$ cat config.mk
export PLATFORM = sky130hd
export DESIGN_NAME = cpu_trace_tx
export DESIGN_NICKNAME = d
export VERILOG_FILES = /design/src/rtl/cpu_trace_tx.sv
export SDC_FILE = /design/constraint.sdc
export NUM_CORES = 1
export LEC_CHECK = 0
export ABC_AREA = 1
export BUFFER_PORTS_ARGS = -buffer_cell sky130_fd_sc_hd__buf_4
export CELL_PAD_IN_SITES_DETAIL_PLACEMENT = 2
export CELL_PAD_IN_SITES_GLOBAL_PLACEMENT = 2
export CORE_MARGIN = 2
export CORE_UTILIZATION = 35
export CTS_CLUSTER_SIZE = 25
export DETAILED_ROUTE_END_ITERATION = 7
export HOLD_SLACK_MARGIN = 0.1
export PLACE_DENSITY = 0.9
export SLEW_MARGIN = 25
export SYNTH_ARGS = -nofsm -noshare
export SYNTH_HDL_FRONTEND = slang
export SYNTH_SLANG_ARGS = --single-unit
$ cat constraint.sdc
create_clock -name clk -period 17.62 [get_ports clk]
set_input_delay 3.524 -clock clk [delete_from_list [all_inputs] [get_ports clk]]
set_output_delay 3.524 -clock clk [all_outputs]
set_load 0.03 [all_outputs]
$ cat src/rtl/cpu_trace_tx.sv
// cpu_trace_tx: captures a data_path register/memory snapshot on a snap strobe
// and sends it as one framed 8N1 UART byte stream.
// Frame: sync 0xA5, 14 words MSB-byte first, XOR checksum of the payload bytes.
module cpu_trace_tx #(
   parameter int DW           = 16,
   parameter int CLKS_PER_BIT = 868
) (
   input  logic             clk,
   input  logic             rst,
   input  logic             snap,
   input  logic [14*DW-1:0] snap_data,
   output logic             txd,
   output logic             busy,
   output logic [7:0]       drop_cnt
);

   localparam int BPW = DW / 8;          // bytes per traced word
   localparam int NPL = 14 * BPW;        // payload bytes
   localparam int NB  = NPL + 2;         // sync + payload + checksum
   localparam int TW  = (CLKS_PER_BIT > 1) ? $clog2(CLKS_PER_BIT) : 1;
   localparam int BIW = $clog2(NB);

   localparam logic [TW-1:0]  TMAX  = TW'(CLKS_PER_BIT - 1);
   localparam logic [BIW-1:0] LASTB = BIW'(NB - 1);
   localparam logic [7:0]     SYNC  = 8'hA5;

   typedef enum logic [1:0] {
      IDLE  = 2'd0,
      START = 2'd1,
      DATA  = 2'd2,
      STOP  = 2'd3
   } state_t;

   state_t            state;
   logic [TW-1:0]     timer;
   logic [2:0]        bit_idx;
   logic [BIW-1:0]    byte_idx;
   logic [7:0]        shreg;
   logic [7:0]        chk;
   logic [7:0]        shadow [NPL];

   logic              accept;
   logic              bit_end;
   logic              last_byte;
   logic              next_is_chk;

   // Qualifiers shared by the capture and transmit logic.
   always_comb begin
      accept      = snap && !busy;
      bit_end     = (timer == TMAX);
      last_byte   = (byte_idx == LASTB);
      next_is_chk = (byte_idx == BIW'(NB - 2));
   end

   // Shadow buffer in transmit order, so the serialiser just walks it by byte index.
   always_ff @(posedge clk) begin
      if (!rst && accept) begin
         for (int p = 0; p < NPL; p++) begin
            shadow[p] <= snap_data[(p / BPW) * DW + (BPW - 1 - (p % BPW)) * 8 +: 8];
         end
      end
   end

   // Rejected-snap counter; saturates so a stuck snap line cannot wrap it.
   always_ff @(posedge clk) begin
      if (rst) begin
         drop_cnt <= 8'd0;
      end else if (snap && busy && (drop_cnt != 8'hFF)) begin
         drop_cnt <= drop_cnt + 8'd1;
      end
   end

   // Transmit FSM: bit timer, bit/byte indices, running checksum, registered txd/busy.
   always_ff @(posedge clk) begin
      if (rst) begin
         state    <= IDLE;
         txd      <= 1'b1;
         busy     <= 1'b0;
         timer    <= '0;
         bit_idx  <= 3'd0;
         byte_idx <= '0;
         chk      <= 8'd0;
      end else begin
         case (state)
            IDLE: begin
               txd  <= 1'b1;
               busy <= 1'b0;
               if (snap) begin
                  state    <= START;
                  txd      <= 1'b0;
                  busy     <= 1'b1;
                  timer    <= '0;
                  byte_idx <= '0;
                  chk      <= 8'd0;
                  shreg    <= SYNC;
               end
            end

            START: begin
               if (bit_end) begin
                  timer   <= '0;
                  bit_idx <= 3'd0;
                  state   <= DATA;
                  txd     <= shreg[0];
               end else begin
                  timer <= timer + 1'b1;
               end
            end

            DATA: begin
               if (bit_end) begin
                  timer <= '0;
                  if (bit_idx == 3'd7) begin
                     state <= STOP;
                     txd   <= 1'b1;
                  end else begin
                     bit_idx <= bit_idx + 3'd1;
                     txd     <= shreg[1];
                     shreg   <= {1'b0, shreg[7:1]};
                  end
               end else begin
                  timer <= timer + 1'b1;
               end
            end

            STOP: begin
               if (bit_end) begin
                  timer <= '0;
                  if (last_byte) begin
                     // Frame done: busy drops at the edge the last stop bit ends.
                     state <= IDLE;
                     busy  <= 1'b0;
                     txd   <= 1'b1;
                  end else begin
                     // Next start bit follows the stop bit with no idle gap.
                     state    <= START;
                     txd      <= 1'b0;
                     byte_idx <= byte_idx + 1'b1;
                     if (next_is_chk) begin
                        shreg <= chk;
                     end else begin
                        // Payload byte n lives at shadow[n-1]; fold it into the checksum as it loads.
                        shreg <= shadow[byte_idx];
                        chk   <= chk ^ shadow[byte_idx];
                     end
                  end
               end else begin
                  timer <= timer + 1'b1;
               end
            end

            default: begin
               state <= IDLE;
               txd   <= 1'b1;
               busy  <= 1'b0;
            end
         endcase
      end
   end

endmodule
# ---- After elaboration in Yosys (flattened, before gate mapping)
# Memory sizes are Yosys's and may differ from the RTL's. A register that Yosys moved wholly into a read port is not among the register bits.
# Index checks and enable logic that the tools add are counted.
# W data, S select, Z words.
dict set report totals {
  out_inout_bits 10
  ff_bits 46
  ramBits 224
  inputBits 227
  n_memories 1
  elab_cells 96
}
# memory words word_bits rd rd_clocked_by_memory_dff wr line_no
set memory_table {}
lappend memory_table {shadow 28 8 1 1 28 40} ;# logic [7:0] shadow [NPL];
dict set report op_classes {
  n_reduce_logical 18
  n_eq_ne 17
  n_bitwise 2
  n_addsub 4
  muxes 45
}
# operator n
set op_table {}
lappend op_table {{$mux W8} 10}
lappend op_table {{$mux W5} 5}
lappend op_table {{$pmux W8 S3} 1}
lappend op_table {{$mux W10} 2}
lappend op_table {{$pmux W10 S2} 1}
lappend op_table {{$ne A2 B2 Y1 const B} 9}
lappend op_table {{$pmux W8 S2} 1}
lappend op_table {{$mux W1} 12}
lappend op_table {{$add A10 B1 Y10 const B} 1}
lappend op_table {{$eq A10 B10 Y1 const B} 1}
lappend op_table {{$eq A5 B5 Y1 const B} 2}
lappend op_table {{$mux W2} 5}
lappend op_table {{$pmux W5 S2} 1}
lappend op_table {{$reduce_and A5 Y1} 2}
lappend op_table {{$mux W3} 3}
lappend op_table {{$add A8 B1 Y8 const B} 1}
lappend op_table {{$ne A8 B8 Y1 const B} 1}
lappend op_table {{$pmux W2 S4} 1}
lappend op_table {{$reduce_and A4 Y1} 2}
lappend op_table {{$xor A8 B8 Y8} 1}
lappend op_table {{$reduce_and A7 Y1} 1}
lappend op_table {{$pmux W3 S2} 1}
lappend op_table {{$reduce_and A3 Y1} 2}
lappend op_table {{$add A5 B1 Y5 const B} 1}
lappend op_table {{other kinds (13)} 19}

# ---- Logic depth before layout (Yosys ltp)
# Gate-level depths: netlist of run 1.
dict set report depth {
  word_depth 6
  depth_mapped 15
  mapped_depth_nobuf 13
}

# ---- Worst setup path after synthesis of run 1
# Ideal clock, no wire load.
dict set report synth_path {
  path_kind {input to register}
  start {input rst}
  end {memory shadow[0][0] (enable)}
  t_required_ps 16808
  n_path_buf 1
  setup_time_ps 812
  path_slack_ps 3637
  arrival_ps 13172
  stages 4
  cell_sequence {inv_1 clkbuf_1 nand2_1 nor2_1}
}
# element line_no
set synth_lines {}
lappend synth_lines {{start, declared} 9} ;# input logic rst,
lappend synth_lines {{end, declared} 40}

==> metrics, run 1 <==
Max FO, Critical Path between 80 and 90; top cells by area, synth edfxtp_1 (59%), nand2_1 (11%), dfxtp_1 (7.3%); Clock power frac 0.385; # hold bufs at CTS 0; routability cong. just under 0.8; Internal Pwr Total between 1 and 1.5 mW; total track usage 0.227; YS warnings 0; DR vias/cell a little over 5; compound-cell area share of the yosys netlist 0.0530; clock latency on the worst-skew pair roughly 0.55 ns; Least-Margin Pin Slew between 1 and 1.5 ns; Max VDD drop 95.6 uV; Horiz. Die Dim ~190 microns; H-tree depth 1; syn_area_per_cell about 10 sq um; Final Skew around 0.0071 ns; Initial Utilization 0.355; routed len/inst about 22 microns; IO Count around 240; # fillers 3,462; Final Critical Period between 5 and 6 ns; endpoints failing setup 0; fmax between 0.15 and 0.2 GHz; # Post-CTS Setup Buffers 0; Adder-Cell Fraction of Synth Area 0.0116; commonest cells after routing, fill and taps aside nand2_1 (338), buf_4 (244), edfxtp_1 (232), nand3_1 (134), nor2_1 (96); Startpoint Class primary input; top cell type's share of synthesized area 0.587; final hold viol count 0; post-CTS sizing 0; largest family of logic cells by synthesized area simple AND/OR/NAND/NOR gates; dpl cells between 1,500 and 2,000; Root Driver clkbuf_16; row cnt 67; CP endpoint kind register; CTS tree built; Die Ht ~190 microns; cts bufs inserted 31; DR vias 9,269; syn nets between 1,000 and 1,500; setup TNS 0 ns; Finished Layout Cells approximately 1,800; Core Region 33,400 sq um; max-cap violations 0; mux cell area share after synthesis 0; RSZ-0062 raised after global routing false; total grt overflow 0; WS Path Type in -> reg; Yosys cell types between 40 and 50; antenna violations before repair 1; Yosys reg bits roughly 280; status finished clean; total power ~1.7 mW; CTS sink cnt 275; power per cell area 114 nW/um^2; Post-Synth XOR/XNOR Area 0.00295; Hold Path Class reg -> reg; Area growth, synth to finish 26.1%; Simple-Gate Fraction of Synth Area 0.212; Antenna Nets Post-Route 0; sequential element share of the synthesized area 0.659; clk buf depth 3; Final Max Slew Viols 0; Seq pwr share 0.470; cell taking the most area after synthesis edfxtp_1; Sw Ratio 0.265; required time worst endpoint ~18 ns; clk slew on worst S/H paths about 0.06 ns; Iter 0 DRT Violations 442; P_leak about 6.1 nW; switching pwr 0.449 mW; WP data arrival between 6 and 7 ns; largest net degree at the start of global routing 90; synthesized instance count 1,141; Mapped Area 11,900 sq um; DP HPWL between 20,000 and 30,000 microns; Nets between 1,500 and 2,000; Die ar. between 30,000 and 40,000 sq um; routed wire length 39,700 microns; Worst slew margin 0.310; Register-to-Register Setup Slack 14.52 ns; combinational group share of total power 0.145; FF/Latch Area roughly 8000 sq um; leading cell type in the layout, fill and taps excluded nand2_1; Tcrit/Tclk final 0.335; share of layout cells above drive strength 1 0.229; Multi-input gate area approximately 3300 sq um; number of global-route vias before repair around 11,000; Post-route DRC 0; first-pass GRT wire length a little over 60,000 microns; Port Buffers about 240; DRT Pass-1 Iters 4
[path summary, 6_finish.rpt]
| check | startpoint | end | cells past startpoint |
|---|---|---|---|
| max | rst | shadow[17][4] | 6 |
| min | chk[5] | chk[5] | 2 |
| max reg2reg | register | shreg[0] | 5 |
| min reg2reg | chk[5] | chk[5] | 2 |
[state kept, by name, summed over array words and instances (netlist names), named ones only]
signal    cells
chk           8
state         2
busy          1
drop_cnt      8
byte_idx      5
shadow      224
txd           1
shreg         8
bit_idx       3
timer        10
[routing by layer]
| metal | vias up | part of all wire | GRT usage |
|---|---|---|---|
| met3 | 58 | 0.038 | 0.0313 |
| met2 | 226 | 0.54 | 0.430 |
| met1 | 4673 | 0.40 | 0.265 |
| met5 | - | 0 | 0 |
| met4 | 0 | 0.027 | 0.0642 |
| li1 | 4312 | - | - |
[metrics by stage]
step	instance area, sq um	hold WS, ns	utilization	worst slack (ns)
after floorplan	11900	0.438	-	3.64
after global placement	13900	0.446	0.416	11.08
after detailed placement	13900	0.462	0.416	10.91
after CTS	15000	0.471	0.447	11.48
after global routing	15000	0.491	0.447	11.51
final	15000	0.468	0.447	11.73
[kinds of logic (layout without fill, tap and decap cells)]
family | count (synthesis) | count (layout)
flops | 275 | 275
compound gates | 105 | 105
other cells | 0 | 1
fa+ha+maj | 11 | 11
buf+inv | 147 | 399
simple gates | 599 | 599
xor+xnor | 4 | 4
[cell usage after synthesis, drive strengths merged]
master,number
nand4,7
nand2,340
o21a,1
o21ai,47
a211oi,3
dfxtp,43
nand3,139
a41oi,1
a31o,1
a21oi,32
o211ai,13
clkinv,3
xor2,3
nor2,101
a31oi,3
and3,1
edfxtp,232
o211a,1
buf,44
or2,4
xnor2,1
nand3b,1
clkbuf,6
ha,11
o21bai,1
nor3,6
a221oi,1
o2111ai,1
inv,94
[area by class of cell]
type	count	share of cell area
Antenna cell	1	0.000167
Clock buffer	36	0.0551
Clock inverter	21	0.0137
Inverter	97	0.0245
Multi-Input combinational cell	719	0.222
Sequential cell	275	0.523
Tap cell	448	0.0375
Timing Repair Buffer	245	0.123
[worst max-delay path: stages]
cell and delay (ns):
buf_4 0.19, inv_1 0.32, nand2_1 0.16, nor2_4 0.26
buf_6 0.68, buf_4 0.81
[power by group through the flow]
stage / Combinational [mW] / Clock (mW) / Sequential (mW)
detailed placement: 0.248 / 0 / 0.813
floorplan: 0.147 / 0 / 0.823
CTS: 0.251 / 0.669 / 0.800
global route: 0.277 / 0.693 / 0.805
global placement: 0.228 / 0 / 0.808
finish: 0.247 / 0.653 / 0.799
Power figures use the tool's default switching activity.
==> inputs of run 2 (changes only) <==
--- a/config.mk
+++ b/config.mk
@@ -10,11 +10,11 @@
 export CELL_PAD_IN_SITES_DETAIL_PLACEMENT = 2
 export CELL_PAD_IN_SITES_GLOBAL_PLACEMENT = 2
 export CORE_MARGIN = 2
-export CORE_UTILIZATION = 35
+export CORE_UTILIZATION = 31
 export CTS_CLUSTER_SIZE = 25
 export DETAILED_ROUTE_END_ITERATION = 7
 export HOLD_SLACK_MARGIN = 0.1
-export PLACE_DENSITY = 0.9
+export PLACE_DENSITY = 0.85
 export SLEW_MARGIN = 25
 export SYNTH_ARGS = -nofsm -noshare
 export SYNTH_HDL_FRONTEND = slang
==> constraint.sdc (replaced) <==
create_clock -name clk -period 5.16 [get_ports clk]
set_input_delay 1.032 -clock clk [delete_from_list [all_inputs] [get_ports clk]]
set_output_delay 1.032 -clock clk [all_outputs]
set_load 0.03 [all_outputs]
==> run 2 against run 1 <==
Net effect: final area up 0.67%; largest cell class unchanged; core utilization down 4.7 points; count of clock-buffer cells in the layout up 6; global-route usage down 2.7 points; first-iteration DRC count down 14%; critical path type is now reg -> reg.
==> metrics, run 2 (synthesis results as in run 1) <==
Least-Margin Pin Slew 0.883 ns (-0.150 ns); Antenna Nets Post-Route 0 (unchanged); total grt overflow 0 (unchanged); required time worst endpoint 5.48 ns (-12.32 ns); met1 Resource Use GR 0.246 (-0.0198); P_leak 6.13 nW (about the same); post-route setup slack 2.15 ns (-9.57 ns); Post-route DRC 0 (unchanged); routed wire length 39,000 microns (-1.9%); DR vias/cell 4.75 (-5.6%); Max VDD drop 237 uV (+150%); Root Driver clkbuf_16; post-CTS sizing 0 (unchanged); Die Ht 200 microns (+6.1%); Register-to-Register Setup Slack 2.15 ns (-12.37 ns); IO Count 237 (unchanged); Area growth, synth to finish 26.9%; commonest cells after routing, fill and taps aside nand2_1 (338), buf_4 (245), edfxtp_1 (232), nand3_1 (134), nor2_1 (96); WP data arrival 3.33 ns (-2.74 ns); crit path cell chain inv_4 -> buf_4 -> nand2_1 -> nand3_1 -> nand3_1 -> nand2_1 -> nand2_1 -> nand3_1 -> nand2_1 -> nand2_1 -> o211ai_1; max-cap violations 0 (unchanged); Hold Path Origin chk[6]; # Post-CTS Setup Buffers 0 (unchanged); DRT Pass-1 Iters 4 (unchanged); Die ar. 39,900 sq um (+13%); Clock power frac 0.368 (-0.017); # hold bufs at CTS 0 (unchanged); final hold slack 0.477 ns (+0.00956 ns); H-tree depth 1 (unchanged); CP max-delay cell inv_4; Reg2Reg Capture Point shreg[7]; Startpoint Class register; max reg flops 224 (unchanged); antenna violations before repair 4 (+3); Worst slew margin 0.410 (+0.100); clk buf depth 3 (unchanged); Horiz. Die Dim 200 microns (+6.1%); CTS sink cnt 275 (unchanged); first-pass GRT wire length 59,500 microns (-3.9%); Sw Ratio 0.272 (+0.00700); total track usage 0.199 (-0.0274); CTS tree built; Tcrit/Tclk final 0.583; Max FO, Critical Path 59 (-31%); setup TNS 0 ns (unchanged); Seq pwr share 0.481 (+0.011); Internal Pwr Total 4.13 mW (+230%); Nets 1,612 (+0.31%); Initial Utilization 0.315 (-0.0397); DP HPWL 27,200 microns (-1.8%); power per cell area 376 nW/um^2 (+230%); share of layout cells above drive strength 1 0.225 (-0.00440); routed len/inst 20.4 microns (-5.6%); hold path depth 2 (unchanged); leading cell type in the layout, fill and taps excluded nand2_1; grt met2 use 0.354 (-0.0755); row cnt 71 (+6.0%); met3 global-route usage 0.0304 (-0.000911); switching pwr 1.54 mW (+240%); clk slew on worst S/H paths 0.06 ns (about the same); Core Region 37,700 sq um (+13%); RSZ-0062 raised after global routing false; number of global-route vias before repair 10,243 (-4.7%); largest net degree at the start of global routing 74 (-18%); Final Max Slew Viols 0 (unchanged); Most Frequent Cell on Critical Path nand2_1; crit-path max cell delay 0.59 ns (-0.22 ns); largest registers shadow x224, timer x10; WS Path Type reg -> reg; fmax approximately 0.33 GHz; busiest grt layer met2; endpoints failing setup 0 (unchanged); Final Skew 0.00876 ns (+0.00168 ns); Final Critical Period around 3.0 ns; worst reg2reg path depth 11 (+6); Reg with most FFs shadow; DR vias 9,085 (-2.0%); status finished clean; clock latency on the worst-skew pair 0.58 ns (+0.03 ns); Port Buffers 236 (unchanged); final hold viol count 0 (unchanged); cell area after layout 15,100 sq um (+0.67%); placed inst area 14,100 sq um (+1.1%); CP endpoint kind register; Iter 0 DRT Violations 382 (-14%); pre-CTS WS 1.77 ns (-9.14 ns); worst hold path endpoint chk[6]; Hold Path Class reg -> reg; routability cong. 0.783 (-0.67%); cts bufs inserted 31 (unchanged); combinational group share of total power 0.151 (+0.006)
[run 2: area by class of cell]
type                    count  area (sq um)
fillers                  4031         22600
flip-flops and latches    275          7830
multi-input cells         719          3320
repair buffers            250          1950
clock buffers              42           837
well taps                 511           639
inverters                  97           367
clock inverters            15           108
diodes                      4          10.0
[run 2: metal layers]
| metal | wire, microns | up-vias |
|---|---|---|
| li1 | - | 4322 |
| met1 | 16500 | 4524 |
| met2 | 20100 | 181 |
| met3 | 1290 | 58 |
| met4 | 1100 | 0 |
| met5 | 0 | - |
[run 2: power groups by stage]
| stage | clock network, mW | registers [mW] | logic (mW) |
|---|---|---|---|
| finish | 2.09 | 2.73 | 0.855 |
| global route | 2.25 | 2.74 | 0.962 |
| CTS | 2.16 | 2.73 | 0.866 |
| detailed placement | 0 | 2.77 | 0.851 |
| global placement | 0 | 2.76 | 0.804 |
| floorplan | 0 | 2.77 | 0.503 |
[run 2: worst max path at each step]
stage	from	end	slack, ns	cells after the start
after floorplan	rst	shadow[0][0]	0.06	4
after global placement	rst	shadow[15][5]	1.83	5
after detailed placement	rst	shadow[21][0]	1.77	5
after CTS	register	shreg[7]	2.05	11
after global routing	register	chk[7]	1.86	14
final	register	shreg[7]	2.15	11
[run 2: critical path: cells and delay by family (launching register included)]
family / cells / cell delay, ns
buf+inv: 2 / 1.16
compound gates: 1 / 0.09
simple gates: 8 / 0.93
flops: 1 / 0.52
[run 2: metrics by stage]
| stage | utilization | cells | power, mW |
|---|---|---|---|
| detailed placement | 0.374 | 1851 | 3.63 |
| CTS | 0.399 | 1908 | 5.75 |
| global placement | 0.374 | 1851 | 3.56 |
| global route | 0.400 | 1913 | 5.96 |
| floorplan | - | 1141 | 3.27 |
| finish | 0.400 | 1913 | 5.67 |
